<file path="config.mk">
export PLATFORM = sky130hd
export DESIGN_NAME = nanosoc_uart_rx_to_axi_stream_8
export DESIGN_NICKNAME = d
export VERILOG_FILES = /design/src/rtl/nanosoc_uart_rx_to_axi_stream_8_pkg.sv /design/src/rtl/nanosoc_stream_fifo_8.sv /design/src/rtl/nanosoc_uart_rx_to_axi_stream_8.sv
export SDC_FILE = /design/constraint.sdc
export NUM_CORES = 1
export LEC_CHECK = 0
export CORE_MARGIN = 10
export CORE_UTILIZATION = 45
export CTS_CLUSTER_DIAMETER = 80
export CTS_CLUSTER_SIZE = 8
export DETAILED_ROUTE_END_ITERATION = 10
export GPL_TIMING_DRIVEN = 0
export MAX_ROUTING_LAYER = met4
export SLEW_MARGIN = 25
export SYNTH_ARGS = -nofsm -noshare
export SYNTH_HDL_FRONTEND = slang
export SYNTH_HIERARCHICAL = 1
export SYNTH_SLANG_ARGS = --single-unit
</file>
<file path="constraint.sdc">
create_clock -name aclk -period 3.09 [get_ports aclk]
set_input_delay 0.309 -clock aclk [delete_from_list [all_inputs] [get_ports aclk]]
set_output_delay 0.309 -clock aclk [all_outputs]
set_load 0.01 [all_outputs]
</file>
<file path="src/rtl/nanosoc_uart_rx_to_axi_stream_8_pkg.sv">
// nanosoc_uart_rx_to_axi_stream_8_pkg: shared frame constants and receiver FSM states
package nanosoc_uart_rx_to_axi_stream_8_pkg;
  localparam int DATA_BITS = 8;
  typedef enum logic [2:0] {ARM, IDLE, START, DATA, STOP} state_t;
endpackage

</file>
<file path="src/rtl/nanosoc_stream_fifo_8.sv">
// nanosoc_stream_fifo_8: synchronous byte FIFO with show-ahead head and pop-while-full push
module nanosoc_stream_fifo_8
  import nanosoc_uart_rx_to_axi_stream_8_pkg::*;
#(
  parameter int DEPTH = 4
) (
  input  logic                 aclk,
  input  logic                 areset,
  input  logic                 push,
  input  logic [DATA_BITS-1:0] push_data,
  output logic                 full,
  input  logic                 pop,
  output logic [DATA_BITS-1:0] head_data,
  output logic                 empty
);
  localparam int AW = $clog2(DEPTH);
  logic [AW:0] wp, rp;
  logic [DATA_BITS-1:0] mem [DEPTH];
  logic wr, rd;
  assign empty = wp == rp;
  assign full = (wp[AW] != rp[AW]) && (wp[AW-1:0] == rp[AW-1:0]);
  assign wr = push && (!full || pop);
  assign rd = pop && !empty;
  assign head_data = empty ? '0 : mem[rp[AW-1:0]];
  // pointer update; extra MSB distinguishes full from empty
  always_ff @(posedge aclk or posedge areset) begin
    if (areset) begin
      wp <= '0;
      rp <= '0;
    end else begin
      if (wr) wp <= wp + 1'b1;
      if (rd) rp <= rp + 1'b1;
    end
  end
  // storage write; a full FIFO popped this cycle reuses the slot being vacated
  always_ff @(posedge aclk) begin
    if (wr) mem[wp[AW-1:0]] <= push_data;
  end
endmodule

</file>
<file path="src/rtl/nanosoc_uart_rx_to_axi_stream_8.sv">
// nanosoc_uart_rx_to_axi_stream_8: 8N1 UART receiver feeding a buffered byte stream
module nanosoc_uart_rx_to_axi_stream_8
  import nanosoc_uart_rx_to_axi_stream_8_pkg::*;
#(
  parameter int CLKS_PER_BIT = 16,
  parameter int FIFO_DEPTH   = 4
) (
  input  logic       aclk,
  input  logic       areset,
  input  logic       rxd,
  input  logic       rxd8_ready,
  output logic       rxd8_valid,
  output logic [7:0] rxd8_data,
  output logic       frame_err,
  output logic       overrun_err
);
  localparam int CW = $clog2(CLKS_PER_BIT);
  localparam logic [CW-1:0] FULL_BIT = CW'(CLKS_PER_BIT - 1);
  localparam logic [CW-1:0] HALF_BIT = CW'(CLKS_PER_BIT / 2 - 1);
  logic [1:0] sync;
  logic rxd_s, rxd_q, tick, push, full, empty;
  state_t state, state_n;
  logic [CW-1:0] cnt, cnt_n;
  logic [2:0] idx, idx_n;
  logic [DATA_BITS-1:0] sh, sh_n;
  assign rxd_s = sync[1];
  assign tick = cnt == '0;
  assign rxd8_valid = !empty;
  assign overrun_err = push && full && !rxd8_ready;
  // two-flop synchroniser plus delayed copy for start-edge detection
  always_ff @(posedge aclk or posedge areset) begin
    if (areset) begin
      sync <= 2'b11;
      rxd_q <= 1'b1;
    end else begin
      sync <= {sync[0], rxd};
      rxd_q <= rxd_s;
    end
  end
  // receiver state, baud counter, bit index and shift register
  always_ff @(posedge aclk or posedge areset) begin
    if (areset) begin
      state <= ARM;
      cnt <= FULL_BIT;
      idx <= '0;
      sh <= '0;
    end else begin
      state <= state_n;
      cnt <= cnt_n;
      idx <= idx_n;
      sh <= sh_n;
    end
  end
  // next state: ARM waits for a full bit time of idle line so a frame cut by reset is not mistaken for a start
  always_comb begin
    state_n = state;
    cnt_n = tick ? FULL_BIT : cnt - 1'b1;
    idx_n = idx;
    sh_n = sh;
    push = 1'b0;
    frame_err = 1'b0;
    case (state)
      ARM: begin
        if (!rxd_s) cnt_n = FULL_BIT;
        else if (tick) state_n = IDLE;
      end
      IDLE: begin
        cnt_n = HALF_BIT;
        if (rxd_q && !rxd_s) state_n = START;
      end
      START: begin
        if (tick) begin
          state_n = rxd_s ? IDLE : DATA;
          idx_n = '0;
        end
      end
      DATA: begin
        if (tick) begin
          sh_n = {rxd_s, sh[DATA_BITS-1:1]};
          idx_n = idx + 1'b1;
          if (idx == 3'(DATA_BITS - 1)) state_n = STOP;
        end
      end
      STOP: begin
        if (tick) begin
          push = rxd_s;
          frame_err = !rxd_s;
          state_n = rxd_s ? IDLE : ARM;
        end
      end
      default: state_n = ARM;
    endcase
  end
  nanosoc_stream_fifo_8 #(.DEPTH(FIFO_DEPTH)) u_fifo (
    .aclk      (aclk),
    .areset    (areset),
    .push      (push),
    .push_data (sh),
    .full      (full),
    .pop       (rxd8_ready),
    .head_data (rxd8_data),
    .empty     (empty)
  );
endmodule

</file>
==> results.md <==
- The run finished with clean final reports.
- The worst hold path class is primary input to asynchronous set/reset pin.
- The floorplan step set the die height to 97.27 um.
- The layout cell share with drive strength beyond 1 is 0.2923.
- The met2 layer wire length in the routed design is 2327 um.
- The area added between synthesis and finish is 17.65%.
- The count of clock tree sinks is 59.
- The first TritonRoute pass finished after 4 iterations.
- The clock tree from TritonCTS is yes.
- The via count of the first global-routing pass came to ~1500.
- Dividing total power by cell area gives a power density of between 500 and 600 nW/um^2.
- The area share of fa/ha/maj cells after synthesis is 0.03726.
- The maximum level of the CTS H-tree is 3.
- The worst path required time is 2780 ps.
- The share of flip-flops with an asynchronous set or reset is 0.4576.
- The routed design has 4426 um of wire.
- The largest net degree at the start of global routing is 22.
- The post-route antenna net violation count is 0.
- Of the total synthesized cell area, the portion taken by AND, OR, NAND and NOR gates is 0.09502.
- The share of Yosys cell area claimed by the top area cell type is 0.3577.
- The total count of max-transition violations in the final report is 0.
- The source-to-sink clock delay at the later pin of the worst-skew pair is 320 ps.
- The complex-gate fraction of the synthesized area is 0.05263.
- After detailed placement, the design holds a cell count of 254.
- The largest area contributor in the netlist is edfxtp_1.
- The initial antenna violation count is 0.
- The highest layer touched by signal routing is met4.
- The transition time at the pin with the least slew margin is about 790 ps.
- STA classifies the critical path endpoint as a primary output.
- The multiplexer fraction of the synthesized cell area is 0.1244.
- The first-pass GRT wire length is 7541 um.
- Leaving out fill and tap cells, the most frequent cell in the layout is edfxtp_1.
- The top cell types in the final layout, fill and taps aside, are edfxtp_1, dfrtp_1, clkdlybuf4s50_1.
- The initial standard-cell utilization of the core is 0.4592.
- In the final timing run, aggregate negative setup slack is 0 ps.
- The number of nets handed over by synthesis was 177.
- The number of vias after detailed routing is 1393.
- The post-route clock skew is roughly 6.3 ps.
- 0 antenna diodes ended up in the layout.
- The congestion estimate from routability-driven global placement came to 0.8019.
- Buffers placed on the I/O ports in this run total 14.
- The total power after layout is 1.699 mW.
- In the final routed layout, each cell accounts on average for 16.39 um.
- The placed instances occupy a cell area of 2920 um^2.
- The count of final hold-check violations is 0.
- The highest clock rate is 369.0 MHz.
- The synthesis-stage register bit count is 59.
- The critical path's largest stage delay is between 500 and 600 ps.
- After synthesis, the cell types taking the most area are edfxtp_1, dfrtp_1, dfstp_2.
- The critical path is of the flop to primary output type.
- The number of unique standard cell types used by synthesis is 46.
- The total overflow left after global routing is 0.
- Wire segments on met3 add up to ~160 um in the final route.
- The worst path in the final design needs a cycle of 2710 ps, including I/O delays and setup.
- The dominant combinational cell family by area after synthesis is multiplexers.
- The data arrival at the endpoint of the critical path is roughly 2400 ps.
- The final layout contains 202 nets.
- The maximum fanout along the worst path is 10.
- Walking the worst path, the cells encountered are inv_1 > ha_1 > nor3b_2 > buf_4 > and4_1 > and3b_1 > clkdlybuf4s50_1.
- 15 I/O pins were placed.
- The number of warning messages in the yosys log is 6.
- Together, buffers and inverters on the worst path number 3.
- The residual DRC count is 0.
- The launch point of the worst reg-to-reg path is cnt[0].
- The post-synthesis average cell area is 16.28 um^2.
- The CTS buffer count is 9.
- The number of resized instances in the post-cts repair step is 0.
- The filler-free cell count of the finished design is 270.
- The analysis attributes to cell leakage a power of 1.256 nW.
- In the synthesized netlist the dominant register cell turns out to be edfxtp_1.
- The max-cap check violation count is 0.
- In the global route stage, overall resource usage came out at 0.1035.
- The number of cells on the worst reg-to-reg path is 8.
- The cell area that synthesis handed to floorplanning was ~2700 um^2.
- After layout, the worst setup slack is about 380 ps.
- The number of buffers added for setup after CTS is 0.
- The root buffer cell is clkbuf_8.
- In this run the tightest slew margin relative to its limit is 0.4717.
- The setup slack after placement is approximately 700 ps.
- The cell with the biggest individual delay on the critical path is dfstp_2.
- The floorplan step defined a die boundary enclosing 9460 um^2.
- The number of hold buffers added after CTS is 0.
- Setup repair after global routing left no endpoint under its margin.
- Grouping stages by cell kind, the critical path spends the most delay in buffers and inverters.
- The setup check on the worst reg-to-reg path leaves a slack of 830 ps.
- After the first detailed-routing iteration, the DRC count stood at 41.
- The share of the Yosys chip area taken by registers is 0.6125.
- The worst setup path is launched from a flop.
- Once detailed placement completed, the half-perimeter wirelength came to roughly 3000 um.
- The routed length on met1 is 1859 um.
- The CTS clock-pin slew for the worst setup and hold paths is 70 ps.
- The xor and xnor fraction of the mapped netlist area is 0.04238.
- Dividing the final minimum period by the clock period gives 0.8771.
- The worst ir drop on vdd is just under 400 uV.
- For this run, the share of the core covered by cells in the final layout is 0.5402.
- The gate count of the mapped netlist is around 170.
- The ratio of routed vias to standard cells is 5.159.
- The die is 97.27 um wide.
- The finished cells cover 3161 um^2.
- The row count is 28.
- The maximum clock path buffer count is 2.
- Setup violations remaining at the end of the flow were counted as 0.
- Across all hold checks on the routed design, the worst slack comes to 226.7 ps.
- The core region is just under 6000 um^2.
- The capture point of the worst reg-to-reg path is u_fifo/mem[3][1].
- In this run, synthesis inferred 32 flip-flops with an integrated enable.
## layout make-up
type / instances / area (um^2)
Buffer: 5 / 55.05
Clock buffer: 9 / 123.9
Clock inverter: 7 / 116.4
Fill cell: 504 / 2690
Inverter: 11 / 41.29
Multi-Input combinational cell: 90 / 944.7
Sequential cell: 59 / 1645
Tap cell: 75 / 93.84
Timing Repair Buffer: 14 / 140.1
## worst max path at each step
stage / cells after the start / to / start / slack [ps]
4_1_cts: 7 / overrun_err / cnt[0] / 340
3_5_place_dp: 7 / overrun_err / cnt[0] / 710
3_3_place_gp: 7 / overrun_err / cnt[0] / 750
5_1_grt: 5 / rxd8_data[7] / u_fifo/rp[0] / 230
2_1_floorplan: 8 / u_fifo/mem[3][0] / cnt[0] / 1060
6_report: 7 / overrun_err / cnt[0] / 380
## power by group
group,internal [mW],total [mW],switching (mW)
Combinational,0.00980,0.0251,0.0153
Clock,0.534,0.833,0.300
Sequential,0.834,0.840,0.00594
Total,1.38,1.70,0.321
## cells in the mapped netlist, drive strengths merged (4+ instances only)
master / instances
dfstp: 7
buf: 5
edfxtp: 32
mux4: 8
xnor2: 7
nand2: 5
dfrtp: 20
mux2: 11
and3: 4
inv: 11
nor2b: 10
ha: 8
## per-layer routing
| metal | global-route usage | up-vias |
|---|---|---|
| met5 | - | - |
| met1 | 0.1098 | 709 |
| met2 | 0.1718 | 17 |
| met3 | 0.02845 | 8 |
| li1 | - | 659 |
| met4 | 0.05705 | 0 |
## cells by family (layout without fill, tap and decap cells)
family | Yosys count | count (layout)
xor+xnor | 10 | 10
flops | 59 | 59
compound gates | 15 | 15
buf+inv | 16 | 46
simple gates | 38 | 38
mux | 19 | 19
fa+ha+maj | 8 | 8
## registers in the layout, summed over array words and instances (netlist names)
name        flops
cnt             4
u_fifo/rp       3
u_fifo/mem     32
state           3
idx             3
sync            2
u_fifo/wp       3
rxd_q           1
sh              8
(Power assumes the default switching activity.)
